## config.mk

```make
export PLATFORM = sky130hd
export DESIGN_NAME = perm_engine
export DESIGN_NICKNAME = d
export VERILOG_FILES = /design/src/rtl/perm_pkg.sv /design/src/rtl/perm_check.sv /design/src/rtl/perm_engine.sv
export SDC_FILE = /design/constraint.sdc
export NUM_CORES = 1
export LEC_CHECK = 0
export BUFFER_PORTS_ARGS = -buffer_cell sky130_fd_sc_hd__buf_2
export CAP_MARGIN = 25
export CORE_MARGIN = 2
export CORE_UTILIZATION = 45
export CTS_BUF_LIST = sky130_fd_sc_hd__clkbuf_8 sky130_fd_sc_hd__clkbuf_16
export DETAILED_ROUTE_END_ITERATION = 8
export PLACE_DENSITY_LB_ADDON = 0.25
export REMOVE_ABC_BUFFERS = 1
export SLEW_MARGIN = 10
export SYNTH_ARGS = -nofsm -noshare
export SYNTH_HDL_FRONTEND = slang
export SYNTH_HIERARCHICAL = 1
export SYNTH_SLANG_ARGS = --single-unit
```

## constraint.sdc

```tcl
create_clock -name wClk -period 3.4 [get_ports wClk]
set_input_delay 0.51 -clock wClk [delete_from_list [all_inputs] [get_ports wClk]]
set_output_delay 0.51 -clock wClk [all_outputs]
set_load 0.01 [all_outputs]
```

## src/rtl/perm_pkg.sv

```systemverilog
// Shared types and helpers for the runtime-programmable bit-permutation engine.
// Optional feature macro (used by perm_engine): PERM_INVERSE_EN.
package perm_pkg;

  typedef enum logic [1:0] {
    ST_RUN,
    ST_CHECK,
    ST_SWAP
  } perm_state_e;

  // Table entry width; a 2-bit word still needs one index bit.
  function automatic int idx_w(input int width);
    return (width > 2) ? $clog2(width) : 1;
  endfunction

  // Entry i of the identity table routes input bit i straight to output bit i.
  function automatic int identity_entry(input int i);
    return i;
  endfunction

endpackage

```

## src/rtl/perm_check.sv

```systemverilog
// Bijection checker: walks the shadow table one entry per cycle, marking which
// source bits are used and flagging out-of-range entries.
module perm_check
  import perm_pkg::*;
#(
  parameter int WIDTH = 32,
  parameter int IDX_W = idx_w(WIDTH)
) (
  input  logic             clk,
  input  logic             rst_n,
  input  logic             start,
  input  logic             step,
  input  logic [IDX_W-1:0] entry,
  output logic [IDX_W-1:0] cnt,
  output logic             last,
  output logic             ok
);

  logic [IDX_W-1:0] cnt_q, cnt_d;
  logic [WIDTH-1:0] seen_q, seen_d;
  logic             fail_q, fail_d;

  always_comb begin
    cnt_d  = cnt_q;
    seen_d = seen_q;
    fail_d = fail_q;
    if (start) begin
      cnt_d  = '0;
      seen_d = '0;
      fail_d = 1'b0;
    end else if (step) begin
      cnt_d = cnt_q + 1'b1;
      if (int'(entry) < WIDTH) begin
        seen_d[entry] = 1'b1;
      end else begin
        fail_d = 1'b1;
      end
    end
  end

  always_ff @(posedge clk or negedge rst_n) begin
    if (!rst_n) begin
      cnt_q  <= '0;
      seen_q <= '0;
      fail_q <= 1'b0;
    end else begin
      cnt_q  <= cnt_d;
      seen_q <= seen_d;
      fail_q <= fail_d;
    end
  end

  assign cnt  = cnt_q;
  assign last = (int'(cnt_q) == WIDTH - 1);
  // A WIDTH-entry table that touches every source bit exactly covers it, so it is a bijection.
  assign ok   = (&seen_q) & ~fail_q;

endmodule

```

## src/rtl/perm_engine.sv

```systemverilog
// Runtime-programmable bit-permutation engine with shadow/active tables and a
// one-register valid/ready datapath. Define PERM_INVERSE_EN for per-beat inverse mapping.
module perm_engine
  import perm_pkg::*;
#(
  parameter int WIDTH = 32,
  parameter int IDX_W = idx_w(WIDTH)
) (
  input  logic             wClk,
  input  logic             wRstN,
  input  logic             wInValid,
  output logic             wInReady,
  input  logic [WIDTH-1:0] wInData,
`ifdef PERM_INVERSE_EN
  input  logic             wInverse,
`endif
  output logic             wOutValid,
  input  logic             wOutReady,
  output logic [WIDTH-1:0] wOutData,
  input  logic             wCfgValid,
  input  logic [IDX_W-1:0] wCfgIdx,
  input  logic [IDX_W-1:0] wCfgSel,
  input  logic             wCfgCommit,
  output logic             wCfgBusy,
  output logic             wCfgErr
);

  perm_state_e      state_q, state_d;
  logic             busy_q, busy_d;
  logic             err_q, err_d;
  logic [IDX_W-1:0] shadow_q [WIDTH];
  logic [IDX_W-1:0] shadow_d [WIDTH];
  logic [IDX_W-1:0] active_q [WIDTH];
  logic [IDX_W-1:0] active_d [WIDTH];
  logic             out_valid_q, out_valid_d;
  logic [WIDTH-1:0] out_data_q, out_data_d;

  logic             chk_start, chk_step, chk_last, chk_ok;
  logic [IDX_W-1:0] chk_cnt;
  logic             swap_en;
  logic             cfg_write;
  logic             accept;
  logic [WIDTH-1:0] perm_data;

  perm_check #(
    .WIDTH(WIDTH),
    .IDX_W(IDX_W)
  ) u_check (
    .clk  (wClk),
    .rst_n(wRstN),
    .start(chk_start),
    .step (chk_step),
    .entry(shadow_q[chk_cnt]),
    .cnt  (chk_cnt),
    .last (chk_last),
    .ok   (chk_ok)
  );

  always_comb begin
    state_d   = state_q;
    busy_d    = busy_q;
    err_d     = err_q;
    chk_start = 1'b0;
    chk_step  = 1'b0;
    swap_en   = 1'b0;
    case (state_q)
      ST_RUN: begin
        if (wCfgCommit) begin
          state_d   = ST_CHECK;
          busy_d    = 1'b1;
          err_d     = 1'b0;
          chk_start = 1'b1;
        end
      end
      ST_CHECK: begin
        chk_step = 1'b1;
        if (chk_last) begin
          state_d = ST_SWAP;
        end
      end
      ST_SWAP: begin
        state_d = ST_RUN;
        busy_d  = 1'b0;
        if (chk_ok) begin
          swap_en = 1'b1;
        end else begin
          err_d = 1'b1;
        end
      end
      default: begin
        state_d = ST_RUN;
        busy_d  = 1'b0;
      end
    endcase
  end

  always_ff @(posedge wClk or negedge wRstN) begin
    if (!wRstN) begin
      state_q <= ST_RUN;
      busy_q  <= 1'b0;
      err_q   <= 1'b0;
    end else begin
      state_q <= state_d;
      busy_q  <= busy_d;
      err_q   <= err_d;
    end
  end

  // A write issued together with a commit lands before the first CHECK cycle reads the table.
  assign cfg_write = (state_q == ST_RUN) && wCfgValid && (int'(wCfgIdx) < WIDTH);

  always_comb begin
    shadow_d = shadow_q;
    active_d = active_q;
    if (cfg_write) begin
      shadow_d[wCfgIdx] = wCfgSel;
    end
    if (swap_en) begin
      active_d = shadow_q;
    end
  end

  always_ff @(posedge wClk or negedge wRstN) begin
    if (!wRstN) begin
      for (int i = 0; i < WIDTH; i++) begin
        shadow_q[i] <= IDX_W'(identity_entry(i));
        active_q[i] <= IDX_W'(identity_entry(i));
      end
    end else begin
      shadow_q <= shadow_d;
      active_q <= active_d;
    end
  end

  always_comb begin
    perm_data = '0;
`ifdef PERM_INVERSE_EN
    if (wInverse) begin
      for (int i = 0; i < WIDTH; i++) begin
        if (int'(active_q[i]) < WIDTH) begin
          perm_data[active_q[i]] = wInData[i];
        end
      end
    end else begin
      for (int i = 0; i < WIDTH; i++) begin
        perm_data[i] = wInData[active_q[i]];
      end
    end
`else
    for (int i = 0; i < WIDTH; i++) begin
      perm_data[i] = wInData[active_q[i]];
    end
`endif
  end

  assign wInReady = ~out_valid_q | wOutReady;
  assign accept   = wInValid & wInReady;

  always_comb begin
    out_valid_d = out_valid_q;
    out_data_d  = out_data_q;
    if (accept) begin
      out_valid_d = 1'b1;
      out_data_d  = perm_data;
    end else if (wOutReady) begin
      out_valid_d = 1'b0;
    end
  end

  always_ff @(posedge wClk or negedge wRstN) begin
    if (!wRstN) begin
      out_valid_q <= 1'b0;
      out_data_q  <= '0;
    end else begin
      out_valid_q <= out_valid_d;
      out_data_q  <= out_data_d;
    end
  end

  assign wOutValid = out_valid_q;
  assign wOutData  = out_data_q;
  assign wCfgBusy  = busy_q;
  assign wCfgErr   = err_q;

endmodule

```

# Word level (Yosys, flattened, before mapping)
# Index checks and enable logic that the tools add are counted.
# Widths: inputs -> output; s select.
[classes] n_eq_ne=6 n_lt_le_gt_ge=37 n_reduce_logical=11 n_mux=91 n_bitwise=7 addsub=1
[op_table] cell="$lt 5x6->1 const B" count=33
[op_table] cell="$bmux 1 s5" count=32
[op_table] cell="$bwmux 160" count=1
[op_table] cell="$mux 32" count=2
[op_table] cell="$mux 1" count=43
[op_table] cell="$or 32x32->32" count=1
[op_table] cell="$reduce_and 32->1" count=1
[op_table] cell="$bmux 5 s5" count=1
[op_table] cell="$demux 5 s5" count=1
[op_table] cell="$mux 5" count=5
[op_table] cell="$ge 6x6->1 const B" count=2
[op_table] cell="$not 5->6" count=2
[op_table] cell="$lt 6x1->1 const B" count=1
[op_table] cell="$ne 2x2->1 const B" count=3
[op_table] cell="$reduce_bool 2->1" count=3
[op_table] cell="$add 5x1->5 const B" count=1
[op_table] cell="$demux 1 s5" count=1
[op_table] cell="$eq 5x1->1 const B" count=1
[op_table] cell="$ge 5x1->1 const B" count=1
[op_table] cell="$mux 2" count=2
[op_table] cell="$pmux 1 s2" count=2
[op_table] cell="$pmux 2 s2" count=1
[op_table] cell="$reduce_and 2->1" count=2
[op_table] cell="$logic_and 1x1->1" count=3
[op_table] cell="7 further kinds" count=8
[totals] regBits=394 word_cells=224 inputBits=48

# Logic depth before layout (Yosys ltp)
[logic_depth] ltp_word=11 depth_mapped=9 ltp_nobuf=6

# Hierarchy
# The synthesis kept the hierarchy.
[modules_own_cells] mod="perm_engine" cells_each=2305 area_per_inst_um2=24807.5 instances=1
[modules_own_cells] mod="perm_check" cells_each=147 area_per_inst_um2=1516.5 instances=1

# Worst setup path before layout
# Ideal clock, no wire load.
[synth_path] kind="register -> register" startpoint="reg u_check.cnt_q[0], in the netlist u_check/cnt[0]" endpoint="reg u_check.seen_q[4]" stages_incl_launch_ff=9 path_slack_ps=756 required_ps=3328 t_arrival_ps=2571 setup_ps=72 path_cell_list="dfrtp_1 -> clkbuf_1 -> buf_4 -> mux4_2 -> mux4_2 -> mux2_2 -> nor3b_1 -> a21oi_1 -> nor2_1"
[synth_via] elab_chain_cells=11 word_cells_on_any_way=12 cone_classes="2 x order compare; 7 x mux; 2 x bitwise; 1 x reduce/logical"
[synth_rtl] item="start: declaration" line_no="perm_check.sv:19" text="logic [IDX_W-1:0] cnt_q, cnt_d;"
[synth_rtl] item="start signal: assignment" line_no="perm_check.sv:47" text="cnt_q <= cnt_d;"
[synth_rtl] item="$not 5->6 (not written as such) (*)" line_no="perm_engine.sv:53" text=".entry(shadow_q[chk_cnt]),"
[synth_rtl] item="$bmux 5 s5 (*)" line_no="perm_engine.sv:53"
[synth_rtl] item="$mux 5 (not written as such) (*) (2 in series)" line_no="perm_engine.sv:53"
[synth_rtl] item="$lt 5x6->1 (not written as such) / $ge 5x1->1 (equally long branches)" line_no="perm_check.sv:34" text="seen_d[entry] = 1'b1;"
[synth_rtl] item="$logic_and 1x1->1 (not written as such)" line_no="perm_check.sv:34"
[synth_rtl] item="$mux 1 (not written as such)" line_no="perm_check.sv:34"
[synth_rtl] item="$demux 1 s5 (*)"
[synth_rtl] item="$or 32x32->32 (no source line) (*)"
[synth_rtl] item="$mux 32 (*)" line_no="perm_check.sv:31" text="end else if (step) begin"
[synth_rtl] item="$mux 32 (*)" line_no="perm_check.sv:27" text="if (start) begin"
[synth_rtl] item="end signal: assignment" line_no="perm_check.sv:48" text="seen_q <= seen_d;"
[synth_rtl] item="end: declaration" line_no="perm_check.sv:20" text="logic [WIDTH-1:0] seen_q, seen_d;"
# Mark *: on every way between the ends. The rest lies on a longest branch, timed or not. The select of a mux whose other input is x is not followed.
# A chain may end at the register's enable or synchronous reset.

# Worst setup path after layout
[layout_path] startpoint="reg u_check.cnt_q[0], in the netlist u_check/cnt[0]" endpoint="reg u_check.seen_q[24]"
# Same word-level chain as after synthesis.

==> reports/qor.yml <==
path_cells: "buf_4, mux4_2, mux4_2, mux2_2, nor3b_2, a21oi_1, nor2_1"
irDropWorstVdd_uv: 333
htree_levels: 2
synth-xor-area-share: 0.000998
critPathKind: "flip-flop to flip-flop"
slowest_stage: "mux4_2"
setup_viol: 0
synth_area_per_cell_sq_um: 10.7
cts_tree: "done"
ctsResizeCount: 0
worstPathMaxFanout: 23
wl_microns: 89100
place.gp.congestion: 0.905
final_nets: 2472
io_buffers: 83
drive_gt1_frac: 0.305
mostFrequentLayoutCell: "mux2i_1"
synthSimpleGateAreaFrac: 0.113
synthToLayoutAreaGrowth_pct: 9.59
preCtsSetupSlack_ns: 0.364
cp-end-kind: "flip-flop"
grt_usage: 0.291
synthDistinctLibCells: 42
synth_area_sq_um: 26300
place_area_sq_um: 27300
synth.ff_latch_count: 394
synth_compound_area_frac: 0.0898
wl_per_cell_microns: 27.6
syn_inst: 2452
drc: 0
numPlacedInstances: 3138
synthMuxAreaShare: 0.377
crit_buf_inv: 1
viasPerCell: 6.56
grt_max_degree: 96
cp-start-kind: "flip-flop"
hold_path_class: "input port to flip-flop"
async_flop_share: 1.00
period_needed_ns: 3.07
drtAntennaViolNets: 0
finalInstanceArea_sq_um: 28800
root_buffer: "clkbuf_16"
drt-pass1-iter-count: 5
max_freq_mhz: 326
synth_top_family_by_area: "multiplexers"
dieArea_sq_um: 60400
period_share: 0.903
cp_common_cell: "mux4_2"
grt_pass1_wl_microns: 133000
antenna_found_initial: 5
synth_flop_cell: "dfrtp_1"
path_delay_family: "multiplexers"
initial_core_util: 0.455
core_area_sq_um: 57800
synth_edf_count: 0
die_h_microns: 246
vias: 21200
path_clk_slew_ns: 0.06
power_density_nw_per_um2: 469
utilization: 0.499
cpPeakStageDelay_ns: 0.57
required_ns: 3.91
fin_cells: 3227
setup_ws_ns: 0.330
slew-limit-headroom: 0.288
skew_ns: 0.0198
num_rows: 88
drv_cap: 0
leakage_nw: 11.2
status: "finished, final reports clean"
fp.dieW_microns: 246
yosysWarnings: 6
cts_made_buffers: 46
grt_pass1_vias: 20800
rsz0062_at_grt: "false"
detail_route.iter0.violations: 1894
layout_common_cells: "mux2i_1 (514), mux2_2 (311), dfrtp_1 (232)"
synth_adder_area_share: 0.000951
ios: 84
slew_viol_final: 0
post_cts_buffers: 0
dp_hpwl_microns: 54900
worst_pin_slew_ns: 1.07
clkSinkCount: 394
clock_path_buffers: 3
ys_seq_area_frac: 0.382
clock_latency_ns: 0.58
grt.overflow.total: 0
hold_viol: 0
worstPathArrival_ns: 3.58
[per-layer routing]
metal / track usage / part of all wire / routed length [microns]
met1: 0.401 / 0.43 / 38400
met2: 0.430 / 0.43 / 38400
met5: 0 / 0.00038 / 34
met3: 0.0686 / 0.089 / 7950
met4: 0.136 / 0.048 / 4290
[timing repair]
| item | CTS | global route |
|---|---|---|
| hold buffers | 1 | 0 |
| hold endpoints to repair | 34 | 0 |
| endpoints found under the setup margin | 0 | 0 |
[kinds of logic (layout without fill, tap and decap cells)]
logic type	count (synthesis)	after routing
other	0	2
AOI/OAI and AO/OA	355	355
muxes	889	889
DFF	394	394
buffers and inverters	226	234
and+or+nand+nor	583	583
xor gates and xnor gates	3	3
adders and majority gates	2	2
[metrics by stage]
stage	hold WS [ns]	power, mW	TNS, ns
after global routing	0.135	14.0	0
after global placement	0.475	8.56	0
after CTS	0.104	13.5	0
after detailed placement	0.487	8.64	0
final	0.125	13.5	0
after floorplan	0.214	7.31	-452.49
[final cells by class]
cell class	instances	area (sq um)
clock buffers	55	1270
multi-input cells	1832	15300
well taps	765	957
flip-flops and latches	394	10100
fillers	5134	29000
repair buffers	146	988
diodes	2	5.00
clock inverters	31	228
inverters	2	7.51
[worst paths after layout]
kind                            slack (ns)  depth (start not counted)            endpoint      startpoint
worst max-delay path                  0.33                          7  u_check/seen_q[24]  u_check/cnt[0]
worst min-delay path                  0.13                          2           wOutValid        wInValid
worst max register to register        0.33                          7  u_check/seen_q[24]  u_check/cnt[0]
worst min register to register        0.50                          2             wCfgErr         wCfgErr
max in group asynchronous             1.88                          3        active_q[10]           wRstN
min in group asynchronous             0.57                          2        active_q[99]           wRstN
[cells in the mapped netlist, drive strengths merged, types with 7 or more instances]
master | instances | area (sq um)
a21oi | 135 | 676
a22oi | 84 | 631
and3b | 7 | 61.3
nor2b | 67 | 419
mux2i | 514 | 5140
nand4 | 43 | 269
buf | 80 | 397
nor2 | 122 | 458
a22o | 32 | 280
and2 | 31 | 194
nand2b | 68 | 425
and3 | 47 | 294
mux4 | 50 | 1130
a211oi | 26 | 195
a31oi | 38 | 238
dfstp | 160 | 4200
a41oi | 32 | 280
nand3 | 33 | 165
mux2 | 325 | 3660
clkbuf | 144 | 541
dfrtp | 234 | 5860
nand2 | 148 | 556
[power by group]
| part | switching (mW) | internal (mW) | leakage [nW] | total (mW) |
|---|---|---|---|---|
| Combinational | 1.53 | 1.18 | 5.64 | 2.70 |
| Clock | 2.13 | 2.77 | 0.770 | 4.90 |
| Sequential | 0.602 | 5.33 | 4.77 | 5.93 |
| Total | 4.26 | 9.28 | 11.2 | 13.5 |
[worst reg2reg max path, delay by kind of cell (launching register included)]
kind | cells | cell delay (ns)
muxes | 3 | 1.43
AOI/OAI and AO/OA | 1 | 0.16
and+or+nand+nor | 2 | 0.70
DFF | 1 | 0.35
buffers and inverters | 1 | 0.38
[flip-flops by register name, summed over array words and instances, names as in the netlist]
register / count
wOutValid: 1
u_check/cnt: 5
shadow_q: 160
wOutData: 32
wCfgErr: 1
wCfgBusy: 1
state_q: 2
active_q: 160
u_check/seen_q: 32
(Power assumes the default switching activity.)
